**src/rtl/pkg_led.sv**
```systemverilog
// Shared LED bank types and timing divisors.
package pkg_led;

  // Per-channel LED mode. Codes 6 and 7 are undefined and drive the LED off.
  typedef enum logic [2:0] {
    LED_OFF       = 3'd0,
    LED_ON        = 3'd1,
    LED_BLINK     = 3'd2,
    LED_BLINK_INV = 3'd3,
    LED_FLASH     = 3'd4,
    LED_HEARTBEAT = 3'd5
  } led_op_t;

  // Divisors applied to the clock frequency: blink half-period, flash on-time.
  localparam int unsigned BlinkDiv = 2;
  localparam int unsigned FlashDiv = 24;

endpackage

```
**src/rtl/dev_led_channel.sv**
```systemverilog
// One LED channel: registered mode, phase counter and waveform decode.
module dev_led_channel
  import pkg_led::*;
#(
  parameter int unsigned CLK_FREQ = 12_000_000,
  parameter int unsigned PWM_BITS = 8,
  parameter int unsigned BLINK    = CLK_FREQ / 2,
  parameter int unsigned FLASH    = CLK_FREQ / 24
) (
  input  logic                clk_i,
  input  logic                rst_i,
  input  led_op_t             op_i,
  input  logic [PWM_BITS-1:0] duty_i,
  input  logic [PWM_BITS-1:0] pwm_cnt_i,
  output logic                pin_o
);

  localparam int unsigned CntW = $clog2(CLK_FREQ);

  localparam logic [CntW-1:0] BlinkC    = CntW'(BLINK);
  localparam logic [CntW-1:0] FlashC    = CntW'(FLASH);
  localparam logic [CntW-1:0] Flash2C   = CntW'(2 * FLASH);
  localparam logic [CntW-1:0] Flash3C   = CntW'(3 * FLASH);
  localparam logic [CntW-1:0] LastSlow  = CntW'(CLK_FREQ - 1);
  localparam logic [CntW-1:0] LastFlash = CntW'(2 * FLASH - 1);

  led_op_t         op_q;
  logic [CntW-1:0] count_q, count_d;
  logic            pin_q, pin_d;
  logic            pwm_on;
  logic [CntW-1:0] last;

  // Phase counter: restart on a mode change, otherwise count and wrap at the mode's period.
  always_comb begin
    last    = (op_q == LED_FLASH) ? LastFlash : LastSlow;
    count_d = count_q + CntW'(1);
    if (op_i != op_q) begin
      count_d = '0;
    end else if (count_q == last) begin
      count_d = '0;
    end
  end

  // Waveform decode from the current mode, phase and PWM gate.
  always_comb begin
    pwm_on = (pwm_cnt_i < duty_i) | (&duty_i);
    pin_d  = 1'b0;
    case (op_q)
      LED_OFF:       pin_d = 1'b0;
      LED_ON:        pin_d = pwm_on;
      LED_BLINK:     pin_d = (count_q < BlinkC) & pwm_on;
      LED_BLINK_INV: pin_d = (count_q >= BlinkC) & pwm_on;
      LED_FLASH:     pin_d = (count_q < FlashC) & pwm_on;
      LED_HEARTBEAT: pin_d = ((count_q < FlashC) |
                              ((count_q >= Flash2C) & (count_q < Flash3C))) & pwm_on;
      default:       pin_d = 1'b0;
    endcase
  end

  // Channel state; reset wins over mode changes and wrap.
  always_ff @(posedge clk_i) begin
    if (rst_i) begin
      op_q    <= LED_OFF;
      count_q <= '0;
      pin_q   <= 1'b0;
    end else begin
      op_q    <= op_i;
      count_q <= count_d;
      pin_q   <= pin_d;
    end
  end

  assign pin_o = pin_q;

endmodule

```
**src/rtl/dev_led_bank.sv**
```systemverilog
// Bank of independent LED channels sharing one PWM counter.
module dev_led_bank
  import pkg_led::*;
#(
  parameter int unsigned CLK_FREQ = 12_000_000,
  parameter int unsigned NUM_LEDS = 4,
  parameter int unsigned PWM_BITS = 8
) (
  input  logic                               clk,
  input  logic                               rst,
  input  led_op_t [NUM_LEDS-1:0]             op,
  input  logic    [NUM_LEDS-1:0][PWM_BITS-1:0] duty,
  output logic    [NUM_LEDS-1:0]             pin
);

  localparam int unsigned BLINK = CLK_FREQ / BlinkDiv;
  localparam int unsigned FLASH = CLK_FREQ / FlashDiv;

  logic [PWM_BITS-1:0] pwm_cnt_q;

  // Free-running PWM counter; wraps naturally at 2^PWM_BITS.
  always_ff @(posedge clk) begin
    if (rst) begin
      pwm_cnt_q <= '0;
    end else begin
      pwm_cnt_q <= pwm_cnt_q + PWM_BITS'(1);
    end
  end

  for (genvar i = 0; i < NUM_LEDS; i++) begin : gen_chan
    dev_led_channel #(
      .CLK_FREQ (CLK_FREQ),
      .PWM_BITS (PWM_BITS),
      .BLINK    (BLINK),
      .FLASH    (FLASH)
    ) u_chan (
      .clk_i     (clk),
      .rst_i     (rst),
      .op_i      (op[i]),
      .duty_i    (duty[i]),
      .pwm_cnt_i (pwm_cnt_q),
      .pin_o     (pin[i])
    );
  end

endmodule

```
**config.mk**
```make
export PLATFORM = sky130hd
export DESIGN_NAME = dev_led_bank
export DESIGN_NICKNAME = d
export VERILOG_FILES = /design/src/rtl/pkg_led.sv /design/src/rtl/dev_led_channel.sv /design/src/rtl/dev_led_bank.sv
export SDC_FILE = /design/constraint.sdc
export NUM_CORES = 1
export LEC_CHECK = 0
export BUFFER_PORTS_ARGS = -buffer_cell sky130_fd_sc_hd__buf_2
export CAP_MARGIN = 20
export CORE_ASPECT_RATIO = 1.25
export CORE_MARGIN = 2
export CORE_UTILIZATION = 60
export CTS_BUF_LIST = sky130_fd_sc_hd__clkbuf_8
export DETAILED_ROUTE_END_ITERATION = 16
export HOLD_SLACK_MARGIN = 0.1
export PLACE_DENSITY = 0.79
export SLEW_MARGIN = 0
export SYNTH_ARGS = -nofsm -noshare
export SYNTH_HDL_FRONTEND = slang
export SYNTH_HIERARCHICAL = 1
export SYNTH_SLANG_ARGS = --single-unit
```
**constraint.sdc**
```tcl
create_clock -name clk -period 1.95 [get_ports clk]
set_input_delay 0.2925 -clock clk [delete_from_list [all_inputs] [get_ports clk]]
set_output_delay 0.2925 -clock clk [all_outputs]
set_load 0.1 [all_outputs]
```
# After elaboration in Yosys (flattened, before gate mapping)
# Cells that the tools add are included.
# totals
ff_bits	120
in_bits	46
out_inout_bits	4
# classes
add_sub_neg	5
n_lt_le_gt_ge	24
eq_ne	28
n_mux	8
bitwise	28
reduce_logical	8
# op_table
operator	count
$add 24x1->24 const B	4
$eq 24x24->1	4
$ge 24x20->1 const B	4
$ge 24x23->1 const B	4
$lt 24x19->1 const B	4
$lt 24x21->1 const B	4
$lt 24x23->1 const B	4
$mux 24	4
$lt 8x8->1	4
$reduce_and 8->1	4
$eq 3x2->1 const B	8
$eq 3x3->1 const B	8
$and 1x1->1	20
$pmux 1 s5	4
$eq 3x1->1 const B	4
$ne 3x3->1	4
$reduce_or 3->1	4
$add 8x1->8 const B	1
$or 1x1->1	8

# Depth between registers and ports, before layout
# logic_depth
ltp_word	5
depth_mapped	7
mapped_depth_nobuf	7

# Cells and area by module
# The synthesis kept the hierarchy.
# modules_own_cells
mod	n_inst	cells_each	area_per_inst_um2
dev_led_channel	4	223	1811.7
dev_led_bank	1	33	304.0

# Least setup slack after synthesis
# No wires, ideal clock.
# synth_path
kind	reg-to-reg
startpoint	register gen_chan[0].u_chan.count_q[11]
endpoint	register gen_chan[0].u_chan.count_q[6]
setup_ns	0.115
arrival_ns	1.517
t_required_ns	1.835
setup_slack_ns	0.318
path_stages_with_launch	8
path_cell_list	dfxtp_1 clkbuf_2 nor4b_2 nand4_1 o21a_1 o31ai_4 buf_6 nor2_1
# synth_via
elab_chain_cells	2
# synth_lines
element	line	source
start, declared	dev_led_channel.sv:28	logic [CntW-1:0] count_q, count_d;
start signal, assigned	dev_led_channel.sv:68	count_q <= count_d;
$eq 24x24->1	dev_led_channel.sv:39	end else if (count_q == last) begin
$reduce_or 3->1 (no line)	n/a	
# No other way between the ends.
# A chain may end at the register's enable or synchronous reset.

# Worst setup path after layout
# layout_path
startpoint	register gen_chan[2].u_chan.count_q[8]
endpoint	register gen_chan[2].u_chan.count_q[21]
# layout_via
elab_chain_cells	2
# layout_lines
element	line
start, declared	dev_led_channel.sv:28
start signal, assigned	dev_led_channel.sv:68
parallel branches: the longest is 2 deep, another holds $add 24x1->24	n/a
# Parallel ways; which one is timed is not known.

==> impl_metrics.json <==
{
  "yosysMostFrequentCell": "sky130_fd_sc_hd__nor2_1",
  "fp.dieArea_sq_um": 13500,
  "drt_iter0_drc": 278,
  "drive_gt1_share_pct": 14.8,
  "max-clock-path-buffers": 2,
  "grt_max_degree": 25,
  "timing.critical_path.max_delay_family": "simple AND/OR/NAND/NOR gates",
  "worstHoldPathType": "primary input to register",
  "setup-violations-final": 0,
  "cp-end-kind": "register",
  "yosys-top-cells-area": "sky130_fd_sc_hd__dfxtp_1 32%, sky130_fd_sc_hd__xnor2_1 9.0%, sky130_fd_sc_hd__ha_1 6.8%, sky130_fd_sc_hd__nor2_1 6.8%, sky130_fd_sc_hd__nand3_1 3.8%",
  "routed_via_density": 5.69,
  "cts_tree": "built",
  "global_route_wire_length_before_repair_microns": 28200,
  "timing.slew.headroom_pct": 64.5,
  "drt_drc_violations_left": 0,
  "synthesis.nets": 1012,
  "cp_data_required_time_ns": 2.30,
  "dp.final_hpwl_microns": 11900,
  "placement.io_buffers": 49,
  "clock_power_share_pct": 46.8,
  "finalWeightedCongestion": 0.914,
  "tritoncts.num_buffers": 17,
  "netlist.top_cell.by_area": "sky130_fd_sc_hd__dfxtp_1",
  "via_count_of_the_first_global_routing_pass": 6113,
  "min_period_over_period_pct": 93.3,
  "antenna_found_initial": 3,
  "worstMarginPinSlew_ns": 0.528,
  "area_share_of_the_leading_cell_type_in_the_synthesized_netlist_pct": 31.8,
  "finalWirelength_microns": 16600,
  "post_synthesis_to_final_layout_area_growth_pct": 13.0,
  "crit_buf_inv": 1,
  "global_route.overflow_total": 0,
  "static-leakage-power_nw": 3.03,
  "worstSkewPairLatency_ns": 0.46,
  "p_sw_share_pct": 22.9,
  "final_period_minus_worst_setup_slack_ns": 1.82,
  "p_per_area_nw_per_um2": 651,
  "peakVddDrop_mv": 0.437,
  "ios": 50,
  "synth_top_cells_by_count": "136 x sky130_fd_sc_hd__nor2_1, 120 x sky130_fd_sc_hd__dfxtp_1, 78 x sky130_fd_sc_hd__xnor2_1",
  "critical_path_arrival_ns": 2.17,
  "synthesis.area_sq_um": 7550,
  "clkSlewWorstSetupHoldPaths_ns": 0.07,
  "critical-path-slowest-cell": "sky130_fd_sc_hd__dfxtp_1",
  "drt_pre_antenna_iters": 5,
  "core_region_area_sq_um": 12200,
  "internal-power_mw": 4.29,
  "share_of_synthesized_registers_carrying_an_async_set_or_reset_pct": 0,
  "yosys_most_used_dff": "sky130_fd_sc_hd__dfxtp_1",
  "synth.distinct_cells": 46,
  "cp_cell_sequence": "and4_1, nand4_1, buf_4, nor4_1, xnor2_1, nor2_1",
  "share_seq_of_total_power_pct": 45.4,
  "ant_nets": 0,
  "track_usage_pct": 25.6,
  "global_route.usage.met3_pct": 6.19,
  "dp_slack_ns": 0.162,
  "row_count": 45,
  "nets": 1068,
  "gr-usage-met1_pct": 29.6,
  "cts_max_level": 4,
  "cts_root_buffer_type": "sky130_fd_sc_hd__clkbuf_8",
  "crit_path_max_fanout": 11,
  "fp.dieW_microns": 104,
  "avgSynthCellArea_sq_um": 8.16,
  "grtUsageMet2_pct": 45.3,
  "combinationalPowerShare_pct": 7.8,
  "avgRoutedWirePerCell_microns": 14.3,
  "synth.ff_latch_count": 120,
  "netlist_instances": 925,
  "routed-via-count": 6594,
  "crit_path_max_incr_delay_ns": 0.49,
  "netSwitchingPower_mw": 1.27,
  "starting_utilization_of_the_core_area_pct": 61.8,
  "critPathLaunchType": "register",
  "synth-seq-area-share_pct": 31.8,
  "fmaxAchievable_mhz": 550,
  "fp.dieH_microns": 129,
  "final_cells": 1159,
  "layout.filler_cells": 1053,
  "most_heavily_used_metal_layer_in_global_routing": "met2",
  "fin_worst_hold_slack_ns": 0.238,
  "post_route_worst_setup_slack_ns": 0.130,
  "critical_path_class": "register to register",
  "run_status": "completed",
  "unrepaired_setup_endpoints_after_global_routing": "no",
  "finalMaxSlewViolations": 0,
  "cap_viol_max_count": 0,
  "cts_num_sinks": 120,
  "hold_violations": 0,
  "dpl.cell_count": 1114,
  "yosysWarningCount": 6,
  "count_of_flip_flops_with_a_built_in_enable_after_synthesis": 0,
  "setup-tns-final_ns": 0,
  "timing.clock.skew_ns": 0.0101
}
-- through the flow --
| step | power [mW] | util [%] | area (sq um) |
|---|---|---|---|
| after CTS | 5.60 | 69.8 | 8530 |
| after floorplan | 2.85 | - | 7550 |
| after global placement | 2.98 | 65.0 | 7940 |
| after global routing | 5.75 | 69.8 | 8530 |
| final | 5.56 | 69.8 | 8530 |
| after detailed placement | 2.99 | 65.0 | 7940 |
-- metal layers --
layer	part of all wire (%)	vias to the layer above
met4	2.0	2
met5	0.078	-
li1	-	3323
met3	4.6	33
met2	50	149
met1	44	3087
-- power by group through the flow --
stage	logic, mW	clock network (mW)	registers [mW]
finish	0.432	2.60	2.53
global placement	0.403	0	2.58
CTS	0.434	2.65	2.52
global route	0.483	2.74	2.53
detailed placement	0.412	0	2.58
floorplan	0.215	0	2.63
-- timing repair --
item | CTS | global route
hold buffers | 12 | 0
buffers inserted | 0 | 0
resized for setup | 0 | 1
endpoints found under the hold margin | 12 | 0
endpoints found under the setup margin | 0 | 2
-- final cells by class --
type / instances / area (sq um) / share of cell area, %
timing repair buffer: 98 / 668 / 7.83
antenna: 1 / 2.50 / 0.0293
multi-input combinational: 679 / 4540 / 53.2
sequential: 120 / 2400 / 28.2
tap: 164 / 205 / 2.40
inverter: 65 / 244 / 2.86
clock buffer: 24 / 330 / 3.87
clock inverter: 8 / 139 / 1.63
-- cells by family after synthesis --
group	synth area share [%]
and+or+nand+nor	30.7
DFF	31.8
AOI/OAI and AO/OA	10.7
adders and majority gates	6.79
buffers and inverters	8.05
xor gates and xnor gates	11.9
-- state kept, by name, summed over array words and instances, names as in the netlist --
register / flops
gen_chan.u_chan/count_q: 96
gen_chan.u_chan/op_q: 12
pwm_cnt_q: 8
gen_chan.u_chan/pin_o: 4
-- layout by cell type, fill, tap and decap left out, drive strengths merged, types with 28 or more instances in the layout --
cell	n
buf	86
dfxtp	120
ha	41
inv	66
nand2	41
nand3	62
nor2	136
nor3	28
nor4	40
xnor2	78
-- final timing paths --
kind / start / to / slack (ns) / depth (start not counted)
worst min-delay path: rst / gen_chan[1].u_chan/op_q[1] / 0.24 / 2
worst max-delay path: gen_chan[2].u_chan/count_q[8] / gen_chan[2].u_chan/count_q[21] / 0.13 / 6
worst max register to register: gen_chan[2].u_chan/count_q[8] / gen_chan[2].u_chan/count_q[21] / 0.13 / 6
worst min register to register: gen_chan[1].u_chan/count_q[4] / gen_chan[1].u_chan/count_q[4] / 0.51 / 2
Note: power is estimated with default switching activity, not from simulation.
